===== src/rtl/vram_pkg.sv =====
// rtl/vram_pkg.sv - shared types and defaults for the VRAM arbiter
//
// Contents:
//   AW_DEF, DW_DEF : default VRAM address / data widths
//   cpu_state_t    : CPU handshake FSM states (S_IDLE, S_RD, S_ACK)
//   slot_tag_t     : per-slot tag {vid, cpu_rd} that follows a read through the RAM latency
package vram_pkg;

    localparam int AW_DEF = 14;
    localparam int DW_DEF = 8;

    typedef enum logic [1:0] {
        S_IDLE = 2'd0,
        S_RD   = 2'd1,
        S_ACK  = 2'd2
    } cpu_state_t;

    typedef struct packed {
        logic vid;
        logic cpu_rd;
    } slot_tag_t;

endpackage


===== src/rtl/vram_arbiter_if.sv =====
// rtl/vram_arbiter_if.sv - video / CPU / VRAM bus bundle for the VRAM arbiter
//
// Signals:
//   vid_req, vid_addr, vid_hblank, vid_vblank -> arbiter ; vid_valid, vid_data <- arbiter
//   cpu_req, cpu_we, cpu_addr, cpu_wdata      -> arbiter ; cpu_ack, cpu_rdata  <- arbiter
//   ram_addr, ram_we, ram_wdata <- arbiter ; ram_rdata -> arbiter
// Modports:
//   slave  : the arbiter
//   master : the requesters and the VRAM macro around it
interface vram_arbiter_if #(
    parameter int AW = vram_pkg::AW_DEF,
    parameter int DW = vram_pkg::DW_DEF
);
    logic          vid_req;
    logic [AW-1:0] vid_addr;
    logic          vid_hblank;
    logic          vid_vblank;
    logic          vid_valid;
    logic [DW-1:0] vid_data;

    logic          cpu_req;
    logic          cpu_we;
    logic [AW-1:0] cpu_addr;
    logic [DW-1:0] cpu_wdata;
    logic          cpu_ack;
    logic [DW-1:0] cpu_rdata;

    logic [AW-1:0] ram_addr;
    logic          ram_we;
    logic [DW-1:0] ram_wdata;
    logic [DW-1:0] ram_rdata;

    modport slave (
        input  vid_req, vid_addr, vid_hblank, vid_vblank,
        input  cpu_req, cpu_we, cpu_addr, cpu_wdata,
        input  ram_rdata,
        output vid_valid, vid_data, cpu_ack, cpu_rdata,
        output ram_addr, ram_we, ram_wdata
    );

    modport master (
        output vid_req, vid_addr, vid_hblank, vid_vblank,
        output cpu_req, cpu_we, cpu_addr, cpu_wdata,
        output ram_rdata,
        input  vid_valid, vid_data, cpu_ack, cpu_rdata,
        input  ram_addr, ram_we, ram_wdata
    );

endinterface


===== src/rtl/vram_arbiter_sat_counter.sv =====
// rtl/vram_arbiter_sat_counter.sv - W-bit saturating up counter with clear
//
// Ports:
//   clk, rst_n : clock, asynchronous active-low reset
//   inc        : count up by one (sticks at all-ones)
//   clr        : clear to zero, wins over inc
//   count      : current value
module sat_counter #(
    parameter int W = 8
) (
    input  logic         clk,
    input  logic         rst_n,
    input  logic         inc,
    input  logic         clr,
    output logic [W-1:0] count
);

    always_ff @(posedge clk or negedge rst_n) begin
        if (!rst_n) begin
            count <= '0;
        end else if (clr) begin
            count <= '0;
        end else if (inc && (count != '1)) begin
            count <= count + 1'b1;
        end
    end

endmodule


===== src/rtl/vram_arbiter.sv =====
// rtl/vram_arbiter.sv - single-port VRAM arbiter: video fetch has absolute priority, CPU takes free slots
//
// Ports:
//   pclk, reset_n : pixel clock, asynchronous active-low reset
//   bus (slave)   : video fetch, CPU req/ack and VRAM signals (see vram_arbiter_if)
//   cpu_wait_max  : longest CPU wait (cycles) seen since reset, saturating
// Build option:
//   VRAM_ARB_BLANK_ONLY_EN : CPU slots are only granted while vid_hblank | vid_vblank
module vram_arbiter
    import vram_pkg::*;
#(
    parameter int AW  = AW_DEF,
    parameter int DW  = DW_DEF,
    parameter int WCW = 8
) (
    input  logic           pclk,
    input  logic           reset_n,
    vram_arbiter_if.slave  bus,
    output logic [WCW-1:0] cpu_wait_max
);

    cpu_state_t     state;
    slot_tag_t      tag_s1;
    slot_tag_t      tag_s2;
    logic           blank_ok;
    logic           cpu_elig;
    logic           cpu_grant;
    logic           wait_inc;
    logic [WCW-1:0] wait_cnt;

`ifdef VRAM_ARB_BLANK_ONLY_EN
    assign blank_ok = bus.vid_hblank | bus.vid_vblank;
`else
    logic unused_blank;
    assign unused_blank = bus.vid_hblank ^ bus.vid_vblank;
    assign blank_ok     = 1'b1;
`endif

    // The ack cycle is excluded so a held cpu_req is not mistaken for a new request.
    assign cpu_elig  = bus.cpu_req && (state == S_IDLE) && !bus.cpu_ack && blank_ok;
    assign cpu_grant = !bus.vid_req && cpu_elig;
    assign wait_inc  = bus.cpu_req && (state == S_IDLE) && !cpu_grant;

    sat_counter #(.W(WCW)) u_wait_cnt (
        .clk   (pclk),
        .rst_n (reset_n),
        .inc   (wait_inc),
        .clr   (cpu_grant),
        .count (wait_cnt)
    );

    // Slot decision, tag pipeline and video return path.
    always_ff @(posedge pclk or negedge reset_n) begin
        if (!reset_n) begin
            bus.ram_addr  <= '0;
            bus.ram_we    <= 1'b0;
            bus.ram_wdata <= '0;
            tag_s1        <= '0;
            tag_s2        <= '0;
            bus.vid_valid <= 1'b0;
            bus.vid_data  <= '0;
            cpu_wait_max  <= '0;
        end else begin
            if (bus.vid_req) begin
                bus.ram_addr <= bus.vid_addr;
                bus.ram_we   <= 1'b0;
            end else if (cpu_grant) begin
                bus.ram_addr  <= bus.cpu_addr;
                bus.ram_we    <= bus.cpu_we;
                bus.ram_wdata <= bus.cpu_wdata;
            end else begin
                bus.ram_we <= 1'b0;
            end

            tag_s1.vid    <= bus.vid_req;
            tag_s1.cpu_rd <= cpu_grant && !bus.cpu_we;
            tag_s2        <= tag_s1;

            // tag_s2 lines up with the cycle in which ram_rdata belongs to that slot.
            bus.vid_valid <= tag_s2.vid;
            if (tag_s2.vid) begin
                bus.vid_data <= bus.ram_rdata;
            end

            if (cpu_grant && (wait_cnt > cpu_wait_max)) begin
                cpu_wait_max <= wait_cnt;
            end
        end
    end

    // CPU handshake. Writes also pass through S_RD so that reads and writes
    // are acknowledged with the same two-cycle latency after the grant.
    always_ff @(posedge pclk or negedge reset_n) begin
        if (!reset_n) begin
            state         <= S_IDLE;
            bus.cpu_ack   <= 1'b0;
            bus.cpu_rdata <= '0;
        end else begin
            bus.cpu_ack <= 1'b0;
            case (state)
                S_IDLE: begin
                    if (cpu_grant) begin
                        state <= S_RD;
                    end
                end
                S_RD: begin
                    state <= S_ACK;
                end
                S_ACK: begin
                    bus.cpu_ack <= 1'b1;
                    if (tag_s2.cpu_rd) begin
                        bus.cpu_rdata <= bus.ram_rdata;
                    end
                    state <= S_IDLE;
                end
                default: begin
                    state <= S_IDLE;
                end
            endcase
        end
    end

endmodule


===== src/flat_wrapper.sv =====
// flat-port wrapper written by rule: the top's interface ports become plain ports
module vram_arbiter_flat import vram_pkg::*;
#(
    parameter int AW  = AW_DEF,
    parameter int DW  = DW_DEF,
    parameter int WCW = 8
)
  (pclk, reset_n, cpu_wait_max, bus_vid_req, bus_vid_addr, bus_vid_hblank, bus_vid_vblank, bus_cpu_req, bus_cpu_we, bus_cpu_addr, bus_cpu_wdata, bus_ram_rdata, bus_vid_valid, bus_vid_data, bus_cpu_ack, bus_cpu_rdata, bus_ram_addr, bus_ram_we, bus_ram_wdata);
  vram_arbiter_if #(.AW(AW), .DW(DW)) bus_i ();
  input  logic pclk;
  input  logic reset_n;
  output logic [WCW-1:0] cpu_wait_max;
  input wire logic [$bits(bus_i.vid_req)-1:0] bus_vid_req;
  input wire logic [$bits(bus_i.vid_addr)-1:0] bus_vid_addr;
  input wire logic [$bits(bus_i.vid_hblank)-1:0] bus_vid_hblank;
  input wire logic [$bits(bus_i.vid_vblank)-1:0] bus_vid_vblank;
  input wire logic [$bits(bus_i.cpu_req)-1:0] bus_cpu_req;
  input wire logic [$bits(bus_i.cpu_we)-1:0] bus_cpu_we;
  input wire logic [$bits(bus_i.cpu_addr)-1:0] bus_cpu_addr;
  input wire logic [$bits(bus_i.cpu_wdata)-1:0] bus_cpu_wdata;
  input wire logic [$bits(bus_i.ram_rdata)-1:0] bus_ram_rdata;
  output wire logic [$bits(bus_i.vid_valid)-1:0] bus_vid_valid;
  output wire logic [$bits(bus_i.vid_data)-1:0] bus_vid_data;
  output wire logic [$bits(bus_i.cpu_ack)-1:0] bus_cpu_ack;
  output wire logic [$bits(bus_i.cpu_rdata)-1:0] bus_cpu_rdata;
  output wire logic [$bits(bus_i.ram_addr)-1:0] bus_ram_addr;
  output wire logic [$bits(bus_i.ram_we)-1:0] bus_ram_we;
  output wire logic [$bits(bus_i.ram_wdata)-1:0] bus_ram_wdata;
  assign bus_i.vid_req = bus_vid_req;
  assign bus_i.vid_addr = bus_vid_addr;
  assign bus_i.vid_hblank = bus_vid_hblank;
  assign bus_i.vid_vblank = bus_vid_vblank;
  assign bus_i.cpu_req = bus_cpu_req;
  assign bus_i.cpu_we = bus_cpu_we;
  assign bus_i.cpu_addr = bus_cpu_addr;
  assign bus_i.cpu_wdata = bus_cpu_wdata;
  assign bus_i.ram_rdata = bus_ram_rdata;
  assign bus_vid_valid = bus_i.vid_valid;
  assign bus_vid_data = bus_i.vid_data;
  assign bus_cpu_ack = bus_i.cpu_ack;
  assign bus_cpu_rdata = bus_i.cpu_rdata;
  assign bus_ram_addr = bus_i.ram_addr;
  assign bus_ram_we = bus_i.ram_we;
  assign bus_ram_wdata = bus_i.ram_wdata;
  vram_arbiter #(.AW(AW), .DW(DW), .WCW(WCW)) u_core (.pclk(pclk), .reset_n(reset_n), .bus(bus_i), .cpu_wait_max(cpu_wait_max));
endmodule

===== config.mk =====
export PLATFORM = sky130hd
export DESIGN_NAME = vram_arbiter_flat
export DESIGN_NICKNAME = d
export VERILOG_FILES = /design/src/rtl/vram_pkg.sv /design/src/rtl/vram_arbiter_if.sv /design/src/rtl/vram_arbiter_sat_counter.sv /design/src/rtl/vram_arbiter.sv /design/src/flat_wrapper.sv
export SDC_FILE = /design/constraint.sdc
export NUM_CORES = 1
export LEC_CHECK = 0
export ABC_AREA = 0
export BUFFER_PORTS_ARGS = -buffer_cell sky130_fd_sc_hd__clkbuf_2
export CORE_MARGIN = 3
export CORE_UTILIZATION = 35
export DETAILED_ROUTE_END_ITERATION = 7
export GPL_TIMING_DRIVEN = 0
export PLACE_DENSITY = 0.64
export RECOVER_POWER = 50
export SLEW_MARGIN = 10
export SYNTH_ARGS = -nofsm -noshare
export SYNTH_HDL_FRONTEND = slang
export SYNTH_SLANG_ARGS = --single-unit

===== constraint.sdc =====
create_clock -name pclk -period 5 [get_ports pclk]
set_input_delay 0.5 -clock pclk [delete_from_list [all_inputs] [get_ports pclk]]
set_output_delay 0.5 -clock pclk [all_outputs]
set_load 0.01 [all_outputs]

==> impl_metrics.json, run 1 <==
{
  "fin_crit_sh_pct": 40.7,
  "drive_gt1_share_pct": 41.9,
  "grt_pass1_wl_mm": 9.09,
  "cts_setup_buffers": 0,
  "drt_first_pass_iters": 5,
  "wl_per_cell_um": 13.1,
  "drtIter0Drc": 59,
  "crit_arrival_ns": 2.25,
  "fin_nets": 387,
  "cts_sinks": 63,
  "num_rows": 31,
  "leakagePower_nw": 1.77,
  "relSlewSlack_pct": 23.2,
  "coreArea_sq_um": 7370,
  "synth_edf_count": 0,
  "synth_commonest_cells": "63 x dfrtp_1, 32 x mux2_2, 22 x nand2_1, 17 x o21ai_0, 14 x mux2i_1",
  "drtAntennaViolNets": 0,
  "post-route-min-period_ns": 2.03,
  "status": "completed",
  "cts_buffers": 9,
  "ys_async_sr_fraction_pct": 100,
  "hold_path.class": "in2reg",
  "worstMarginPinSlew_ns": 1.15,
  "area_delta_synth_final_pct": 31.1,
  "globalRouteOverflowTotal": 0,
  "floorplan.initialDensity_pct": 36.8,
  "cts-resized-gates": 0,
  "clock_path_buffers": 2,
  "grt_pass1_vias": 1863,
  "place_congestion": 0.901,
  "report.final.setup_viol": 0,
  "antenna_found_initial": 0,
  "synthFlopType": "dfrtp_1",
  "antenna_cells": 0,
  "die_y_um": 94.0,
  "maxCapViolations": 0,
  "syn-num-nets": 278,
  "yosysTopAreaCellShare_pct": 58.2,
  "yosysMostFrequentCell": "dfrtp_1",
  "vias": 1958,
  "postSynthCellCount": 218,
  "synth_top_area_cell": "dfrtp_1",
  "ios": 100,
  "synthesis.area_sq_um": 2710,
  "vias_per_cell": 4.54,
  "die-area_sq_um": 8840,
  "drv_slew": 0,
  "yosys_register_bits": 63,
  "max_freq_mhz": 492,
  "yosys_warnings": 0,
  "cts_root_buf": "clkbuf_8",
  "worstSetupPathType": "reg2reg",
  "p_per_area_nw_per_um2": 407,
  "wirelength_mm": 5.64,
  "die_x_um": 94.0,
  "worstPathMaxFanout": 10,
  "htreeDepth": 3,
  "grt_usage_pct": 13.3,
  "cts_tree": "yes",
  "cp-start-kind": "flop",
  "rsz0062_at_grt": "false",
  "syn_area_per_cell_sq_um": 12.4,
  "finalClockSkew_ns": 0.00716,
  "drc_errors": 0,
  "clk_transition_reported_paths_ns": 0.07,
  "ctsHoldBuffers": 0,
  "hold_viol_final": 0,
  "yosysSeqAreaShare_pct": 58.2,
  "portBuffers": 97,
  "finalSetupTns_ns": 0,
  "dp_hpwl_mm": 4.21,
  "ys_types": 30,
  "grt_max_degree": 46,
  "critPathRequiredTime_ns": 5.22,
  "cp-end-kind": "flop",
  "stdcell_area_sq_um": 3550,
  "clk_latency_ns": 0.33,
  "synthTopCellsByArea": "dfrtp_1 58%, mux2_2 13%, mux2i_1 5.2%, ha_1 4.2%, o21ai_0 3.1%",
  "vdd_drop_max_uv": 177,
  "placed_area_sq_um": 3350
}
registers in the layout (all words and copies together) (netlist names):
name                     count
u_core.cpu_wait_max          8
u_core.bus.cpu_ack           1
u_core.bus.vid_valid         1
u_core.bus.ram_we            1
u_core.tag_s1                2
u_core.tag_s2                2
u_core.bus.vid_data          8
u_core.bus.ram_wdata         8
u_core.u_wait_cnt.count      8
u_core.state                 2
u_core.bus.cpu_rdata         8
u_core.bus.ram_addr         14
worst max-delay path: stages (launching register included):
cell	delay [ns]
dfrtp_1	0.40
or3b_1	0.37
clkbuf_2	0.17
nor3_4	0.36
buf_4	0.27
mux2_2	0.34
metal layers:
layer | vias to the layer above | track usage (%) | wire (um)
met5 | - | 0 | 0
met4 | 0 | 3.97 | 68
met3 | 5 | 5.77 | 488
met2 | 78 | 20.1 | 2670
met1 | 897 | 17.4 | 2420
li1 | 978 | - | -
through the flow:
stage | hold slack (ns) | setup slack [ns] | util, % | cells | power (W)
floorplan | 0.204 | 3.10 | - | 218 | 0.000849
global placement | 0.334 | 2.79 | 45.0 | 414 | 0.000978
detailed placement | 0.336 | 2.77 | 45.4 | 415 | 0.000993
CTS | 0.0632 | 2.93 | 48.5 | 431 | 0.00148
global route | 0.274 | 2.85 | 48.2 | 431 | 0.00155
finish | 0.293 | 2.97 | 48.2 | 431 | 0.00145
path summary, 6_finish.rpt:
path / slack (ns) / end / depth (start not counted) / startpoint
max in group asynchronous: 3.85 / u_core.bus.ram_wdata[2]$_DFFE_PN0P_ / 2 / reset_n
min: 0.29 / u_core.tag_s1[1]$_DFF_PN0_ / 1 / bus_vid_req
min reg2reg: 0.35 / u_core.tag_s2[0]$_DFF_PN0_ / 0 / u_core.tag_s1[0]$_DFF_PN0_
max: 2.97 / u_core.bus.ram_wdata[7]$_DFFE_PN0P_ / 5 / u_core.state[0]$_DFFE_PN0P_
max reg2reg: 2.97 / u_core.bus.ram_wdata[7]$_DFFE_PN0P_ / 5 / u_core.state[0]$_DFFE_PN0P_
min in group asynchronous: 0.38 / u_core.bus.ram_wdata[6]$_DFFE_PN0P_ / 1 / reset_n
cell families (layout without fill, tap and decap cells):
| kind of cell | after synthesis | after routing | synth area share, % |
|---|---|---|---|
| flops | 63 | 63 | 58.2 |
| simple gates | 54 | 54 | 10.1 |
| mux | 46 | 46 | 18.5 |
| compound gates | 25 | 25 | 5.03 |
| buf+inv | 16 | 130 | 2.45 |
| fa+ha+maj | 9 | 9 | 4.16 |
| xor+xnor | 5 | 5 | 1.62 |
cell usage in the layout (no fill, tap or decap), types with 2 or more instances in the layout:
| master | instances |
|---|---|
| a21o_1 | 2 |
| a21oi_1 | 4 |
| and3_1 | 2 |
| bufinv_16 | 2 |
| clkbuf_1 | 16 |
| clkbuf_2 | 86 |
| clkbuf_8 | 9 |
| clkinv_4 | 2 |
| clkinvlp_4 | 2 |
| dfrtp_1 | 63 |
| ha_1 | 9 |
| inv_1 | 9 |
| mux2_2 | 32 |
| mux2i_1 | 14 |
| nand2_1 | 22 |
| nand3_1 | 6 |
| nor2_1 | 12 |
| nor2b_1 | 3 |
| o21ai_0 | 17 |
| xor2_1 | 4 |
layout make-up:
cell class	count	area, sq um
buffer	7	32.5
clock buffer	9	124
clock inverter	7	97.6
fill	701	3820
inverter	9	33.8
multi-input combinational	139	1070
sequential	63	1580
tap	99	124
timing repair buffer	98	498
report_power, final:
| group | switching (W) | internal [W] |
|---|---|---|
| clock | 0.000197 | 0.000281 |
| sequential | 0.0000513 | 0.000589 |
| combinational | 0.000170 | 0.000158 |
| total | 0.000419 | 0.00103 |
Power figures use the tool's default switching activity.
==> inputs of run 2 (changes only) <==
ABC_AREA = 1   (was 0)
clock period = 2 ns   (was 5 ns; I/O delays follow)
==> run 2 against run 1 <==
  * Fmax rose by 21%
  * Register-to-register slack got worse by 2.7 ns
  * Clock skew grew 0.0012 ns
  * Die area rose by 3.8%
  * Critical path depth rose by 5
  * Hold slack got worse by 0.27 ns
  * Largest power group unchanged
==> impl_metrics.json, run 2 <==
{
  "cts_setup_buffers": 0,
  "max_freq_mhz": 592,
  "worstMarginPinSlew_ns": 0.720,
  "critPathRequiredTime_ns": 2.23,
  "synth_commonest_cells": "93 x nand2_1, 63 x dfrtp_1, 30 x nor2_1, 23 x inv_1, 16 x mux2_2",
  "clk_transition_reported_paths_ns": 0.07,
  "die_y_um": 95.7,
  "yosysTopAreaCellShare_pct": 55.9,
  "fin_nets": 467,
  "synth.mux.area_fraction_pct": 6.39,
  "synthAdderAreaFrac_pct": 3.99,
  "synth_edf_count": 0,
  "crit_start": "u_core.u_wait_cnt.count[3]$_DFFE_PN0P_",
  "drt_first_pass_iters": 4,
  "synthesis.area_sq_um": 2820,
  "yosysMostFrequentCell": "nand2_1",
  "htreeDepth": 3,
  "report.final.setup_viol": 0,
  "ctsHoldBuffers": 1,
  "r2r_start": "u_core.u_wait_cnt.count[3]$_DFFE_PN0P_",
  "worst-path-buf-inv": 1,
  "cts_tree": "yes",
  "area_delta_synth_final_pct": 30.5,
  "num_rows": 32,
  "yosysSeqAreaShare_pct": 55.9,
  "largest-register": "u_core.bus.ram_addr",
  "drtIter0Drc": 74,
  "syn_area_per_cell_sq_um": 9.49,
  "die-area_sq_um": 9170,
  "globalRouteOverflowTotal": 0,
  "grt_usage_pct": 14.2,
  "hold_viol_final": 0,
  "grt_pass1_vias": 2234,
  "die_x_um": 95.7,
  "wl_per_cell_um": 12.0,
  "antenna_cells": 0,
  "largest_register_ffs": 14,
  "cts_buffers": 9,
  "finalClockSkew_ns": 0.00834,
  "cts_sinks": 63,
  "yosys_register_bits": 63,
  "worstPathMaxFanout": 9,
  "drive_gt1_share_pct": 29.9,
  "drtAntennaViolNets": 0,
  "crit_path_max_incr_delay_ns": 0.46,
  "post-route-min-period_ns": 1.69,
  "synthTopCellsByArea": "dfrtp_1 56%, nand2_1 12%, mux2_2 6.4%, ha_1 4.0%, nor2_1 4.0%",
  "crit_arrival_ns": 1.92,
  "yosys_warnings": 0,
  "place_congestion": 0.801,
  "fin_crit_sh_pct": 84.4,
  "maxCapViolations": 0,
  "cp-end-kind": "flop",
  "hp-start": "bus_cpu_we",
  "vdd_drop_max_uv": 521,
  "synthFlopType": "dfrtp_1",
  "postSynthCellCount": 297,
  "cts-resized-gates": 0,
  "path_cells": "ha_1 > nand2_1 > inv_1 > nand2_1 > nand2_1 > nand2_1 > nand2_1 > nand2_4 > nand2_1 > nand2_1",
  "vias": 2354,
  "ios": 100,
  "synth_top_family_by_area": "simple AND/OR/NAND/NOR gates",
  "whs_ns": 0.0275,
  "ys_types": 26,
  "synth_xor_area_share_pct": 0.311,
  "grt_pass1_wl_mm": 10.1,
  "nFillCells": 781,
  "relSlewSlack_pct": 52.0,
  "synth_top_area_cell": "dfrtp_1",
  "p_per_area_nw_per_um2": 1130,
  "portBuffers": 97,
  "synth_compound_area_share_pct": 5.42,
  "cts_root_buf": "clkbuf_8",
  "floorplan.initialDensity_pct": 36.3,
  "synthSimpleGateAreaFrac_pct": 23.3,
  "dp_hpwl_mm": 4.52,
  "cp_slowest_cell": "dfrtp_1",
  "status": "completed",
  "wirelength_mm": 6.15,
  "leakagePower_nw": 1.91,
  "mostFrequentLayoutCell": "nand2_1",
  "rsz0062_at_grt": "false",
  "syn-num-nets": 357,
  "drv_slew": 0,
  "coreArea_sq_um": 7770,
  "drc_errors": 0,
  "clk_latency_ns": 0.33,
  "cp_top_family": "simple AND/OR/NAND/NOR gates",
  "antenna_found_initial": 0,
  "finalSetupTns_ns": 0,
  "ys_async_sr_fraction_pct": 100,
  "grt_max_degree": 53,
  "hold_path.class": "in2reg",
  "cp-start-kind": "flop",
  "final_cell_mix": "93 x nand2_1, 77 x clkbuf_2, 63 x dfrtp_1",
  "vias_per_cell": 4.58,
  "worstSetupPathType": "reg2reg",
  "clock_path_buffers": 2,
  "critical_path.most_common_cell": "nand2_1"
}
==> run 2: cell types whose count changed after synthesis, sizes merged, moves of 2 or more <==
cell / before / now
mux2i: 14 / 0
nand4: 1 / 4
nand3: 7 / 13
o21ai: 17 / 7
buf: 2 / 5
nor2b: 3 / 0
mux2: 32 / 16
a31oi: 0 / 14
inv: 9 / 25
clkbuf: 5 / 2
nor2: 12 / 31
and3: 2 / 0
nand2: 22 / 98
xor2: 4 / 1
==> run 2: final cells by class <==
type / instances / area (sq um) / share of cell area, %
sequential: 63 / 1580 / 42.8
multi-input combinational: 202 / 1110 / 30.2
clock inverter: 5 / 104 / 2.82
timing repair buffer: 99 / 478 / 13.0
clock buffer: 11 / 151 / 4.11
buffer: 7 / 36.3 / 0.986
tap: 102 / 128 / 3.47
inverter: 25 / 93.8 / 2.55
==> run 2: final timing paths <==
path                                                       to  slack, ns  cells after the start
max in group asynchronous  u_core.bus.ram_addr[4]$_DFFE_PN0P_       0.40                      3
hold / removal                     u_core.tag_s1[0]$_DFF_PN0_       0.03                      2
setup reg to reg           u_core.cpu_wait_max[6]$_DFFE_PN0P_       0.31                     10
hold reg to reg                    u_core.tag_s2[1]$_DFF_PN0_       0.36                      0
setup / recovery           u_core.cpu_wait_max[6]$_DFFE_PN0P_       0.31                     10
min in group asynchronous  u_core.cpu_wait_max[3]$_DFFE_PN0P_       0.39                      2
==> run 2: per-stage QoR <==
step           instances  power [W]  setup slack, ns  area, sq um  util [%]
2_1_floorplan        297    0.00238            0.473         2820         -
3_3_place_gp         496    0.00279            0.327         3430      44.2
5_1_grt              514    0.00445           0.0998         3680      47.4
6_report             514    0.00415            0.312         3680      47.4
4_1_cts              514    0.00424            0.310         3730      48.0
3_5_place_dp         497    0.00283            0.328         3460      44.6
==> run 2: power breakdown <==
group	leakage (nW)	total [W]	internal, W	switching, W
combinational	1.00	0.00110	0.000425	0.000673
clock	0.130	0.00138	0.000896	0.000488
sequential	0.778	0.00167	0.00150	0.000168
==> run 2: cells by family after synthesis <==
kind of cell             after synthesis
XOR/XNOR                               1
multiplexers                          16
flip-flops                            63
AND/OR/NAND/NOR                      150
adder cells (fa/ha/maj)                9
AO/OA/AOI/OAI                         26
buffers and inverters                 32
==> run 2: metal layers <==
| metal | wire length, um | track usage [%] | vias up | part of all wire (%) |
|---|---|---|---|---|
| met1 | 2760 | 18.5 | 1088 | 45 |
| met2 | 2860 | 21.8 | 77 | 46 |
| met3 | 489 | 6.10 | 5 | 8.0 |
| met4 | 38 | 3.55 | 0 | 0.62 |
| li1 | - | - | 1184 | - |
| met5 | 0 | 0 | - | 0 |
==> inputs of run 3 (changes only) <==
clock period = 1.6 ns   (was 2 ns; I/O delays follow)
==> run 3 against run 2 <==
  * Die area unchanged
  * Design area increased by 4.0%
  * Flip-flop and latch count unchanged
  * Critical path depth fell by 2
  * Utilization is 1.9 points higher
  * Sequential power is 25% higher
  * Combinational power is 56% higher
  * Final cell count increased by 2.5%
  * Non-clock buffer count is 11 higher
  * Clock power up 25%
  * Hold slack got worse by 0.0094 ns
  * Critical path type unchanged
  * Largest power group unchanged
==> impl_metrics.json, run 3 (synthesis results as in run 2) <==
{
  "status": "completed",
  "worstPathMaxFanout": 8,
  "wl_per_cell_um": 12.1,
  "grt_max_degree": 53,
  "clk_transition_reported_paths_ns": 0.07,
  "cts_root_buf": "clkbuf_8",
  "placed_area_sq_um": 3460,
  "relSlewSlack_pct": 56.2,
  "ios": 100,
  "dr.max_layer_used": "met4",
  "intPower_w": 0.00371,
  "cp-end-kind": "flop",
  "largest_register_ffs": 14,
  "grt_usage_pct": 14.3,
  "grt_pass1_wl_mm": 10.1,
  "die_x_um": 95.7,
  "fin_ws_ns": 0.0303,
  "cts_tree": "yes",
  "antenna_found_initial": 0,
  "largest-register": "u_core.bus.ram_addr",
  "clock_path_buffers": 2,
  "dp_slack_ns": -0.0717,
  "max_freq_mhz": 637,
  "sw_frac_of_total_pct": 32.8,
  "die-area_sq_um": 9170,
  "drt_first_pass_iters": 4,
  "reg2reg_slack_ns": 0.03,
  "drive_gt1_share_pct": 34.6,
  "globalRouteOverflowTotal": 0,
  "cp-start-kind": "flop",
  "hold_path.class": "in2reg",
  "wl_met2_mm": 3.00,
  "fin_util_pct": 49.3,
  "worstMarginPinSlew_ns": 0.658,
  "drv_slew": 0,
  "htreeDepth": 3,
  "die_y_um": 95.7,
  "coreArea_sq_um": 7770,
  "maxCapViolations": 0,
  "hold_viol_final": 0,
  "power.switching_w": 0.00181,
  "wirelength_mm": 6.39,
  "final_cell_mix": "89 x nand2_1, 80 x clkbuf_2, 60 x dfrtp_1",
  "wl_met3_um": 491,
  "vias_per_cell": 4.61,
  "place_congestion": 0.801,
  "worstSetupPathType": "reg2reg",
  "clk_latency_ns": 0.33,
  "whs_ns": 0.0180,
  "p_per_area_nw_per_um2": 1440,
  "clkPwrFrac_pct": 31.3,
  "cts_sinks": 63,
  "leakagePower_nw": 1.98,
  "vdd_drop_max_uv": 652,
  "fin_crit_sh_pct": 98.1,
  "portBuffers": 97,
  "floorplan.initialDensity_pct": 36.3,
  "critPathRequiredTime_ns": 1.87,
  "comb_power_share_pct": 31.1,
  "dp_hpwl_mm": 4.52,
  "finalSetupTns_ns": 0,
  "vias": 2429,
  "drtIter0Drc": 85,
  "stdcell_area_sq_um": 3830,
  "cts_buffers": 9,
  "num_rows": 32,
  "seqPwrFrac_pct": 37.6,
  "report.final.setup_viol": 0,
  "post-route-min-period_ns": 1.57,
  "drt-met1-wl_mm": 2.86,
  "area_delta_synth_final_pct": 35.7,
  "crit_arrival_ns": 1.84,
  "fin_nets": 480,
  "finalClockSkew_ns": 0.00825,
  "drc_errors": 0,
  "drtAntennaViolNets": 0,
  "antenna_cells": 0,
  "mostFrequentLayoutCell": "nand2_1",
  "grt_pass1_vias": 2261
}
-- run 3: cell types whose count changed in the layout (fill, tap and decap cells not counted), moves of 2 or more --
cell and delta:
buf_4 +7, dfrtp_2 +3, dfrtp_1 -3, clkbuf_2 +3
nor2_1 -2, nand2_2 +4, nand2_1 -4, clkbuf_1 -2
dlygate4sd3_1 +4, nor2_2 +2
-- run 3: final cells by class --
cell class              instances  area, sq um
fillers                       760         3940
flip-flops and latches         63         1580
multi-input cells             204         1150
repair buffers                110          577
clock buffers                  11          151
well taps                     102          128
clock inverters                 5          104
inverters                      25         93.8
plain buffers                   7         37.5
-- run 3: power by group through the flow --
stage / registers (W) / logic [W] / clock network [W]
after floorplan: 0.00220 / 0.000783 / 0
after global placement: 0.00211 / 0.00138 / 0
after detailed placement: 0.00212 / 0.00142 / 0
after CTS: 0.00209 / 0.00145 / 0.00178
after global routing: 0.00212 / 0.00192 / 0.00185
final: 0.00208 / 0.00172 / 0.00173
-- run 3: critical path, stage by stage, from the launching register on --
cell and delay (ns):
dfrtp_1 0.37, inv_1 0.05, ha_1 0.32, a21o_1 0.20, nor2_2 0.21, nand2_4 0.11
nand2_4 0.13, nand2_1 0.06, nand2_1 0.06
-- run 3: through the flow --
step                cells  total power, W
finish                527         0.00553
CTS                   518         0.00532
detailed placement    497         0.00354
global placement      496         0.00349
global route          527         0.00589
floorplan             297         0.00298
-- run 3: worst paths after layout --
path,startpoint,to,cells past startpoint
max,u_core.cpu_wait_max[7]$_DFFE_PN0P_,u_core.cpu_wait_max[1]$_DFFE_PN0P_,8
min,bus_cpu_wdata[2],u_core.bus.ram_wdata[2]$_DFFE_PN0P_,3
max reg2reg,u_core.cpu_wait_max[7]$_DFFE_PN0P_,u_core.cpu_wait_max[1]$_DFFE_PN0P_,8
min reg2reg,u_core.tag_s1[1]$_DFF_PN0_,u_core.tag_s2[1]$_DFF_PN0_,0
max in group asynchronous,reset_n,u_core.u_wait_cnt.count[2]$_DFFE_PN0P_,3
min in group asynchronous,reset_n,u_core.cpu_wait_max[3]$_DFFE_PN0P_,2
-- run 3: per-layer routing --
| metal | vias up | global-route usage [%] |
|---|---|---|
| met3 | 5 | 6.10 |
| met2 | 83 | 22.1 |
| met4 | 0 | 3.55 |
| met1 | 1127 | 18.4 |
| li1 | 1214 | - |
| met5 | - | 0 |
-- run 3: timing repair --
item,CTS,global route
resized for setup,4,11
pin swaps,1,5
cloned,0,2
hold endpoints to repair,68,0
buffers inserted,0,7
setup endpoints to repair,8,12
hold buffers,5,0
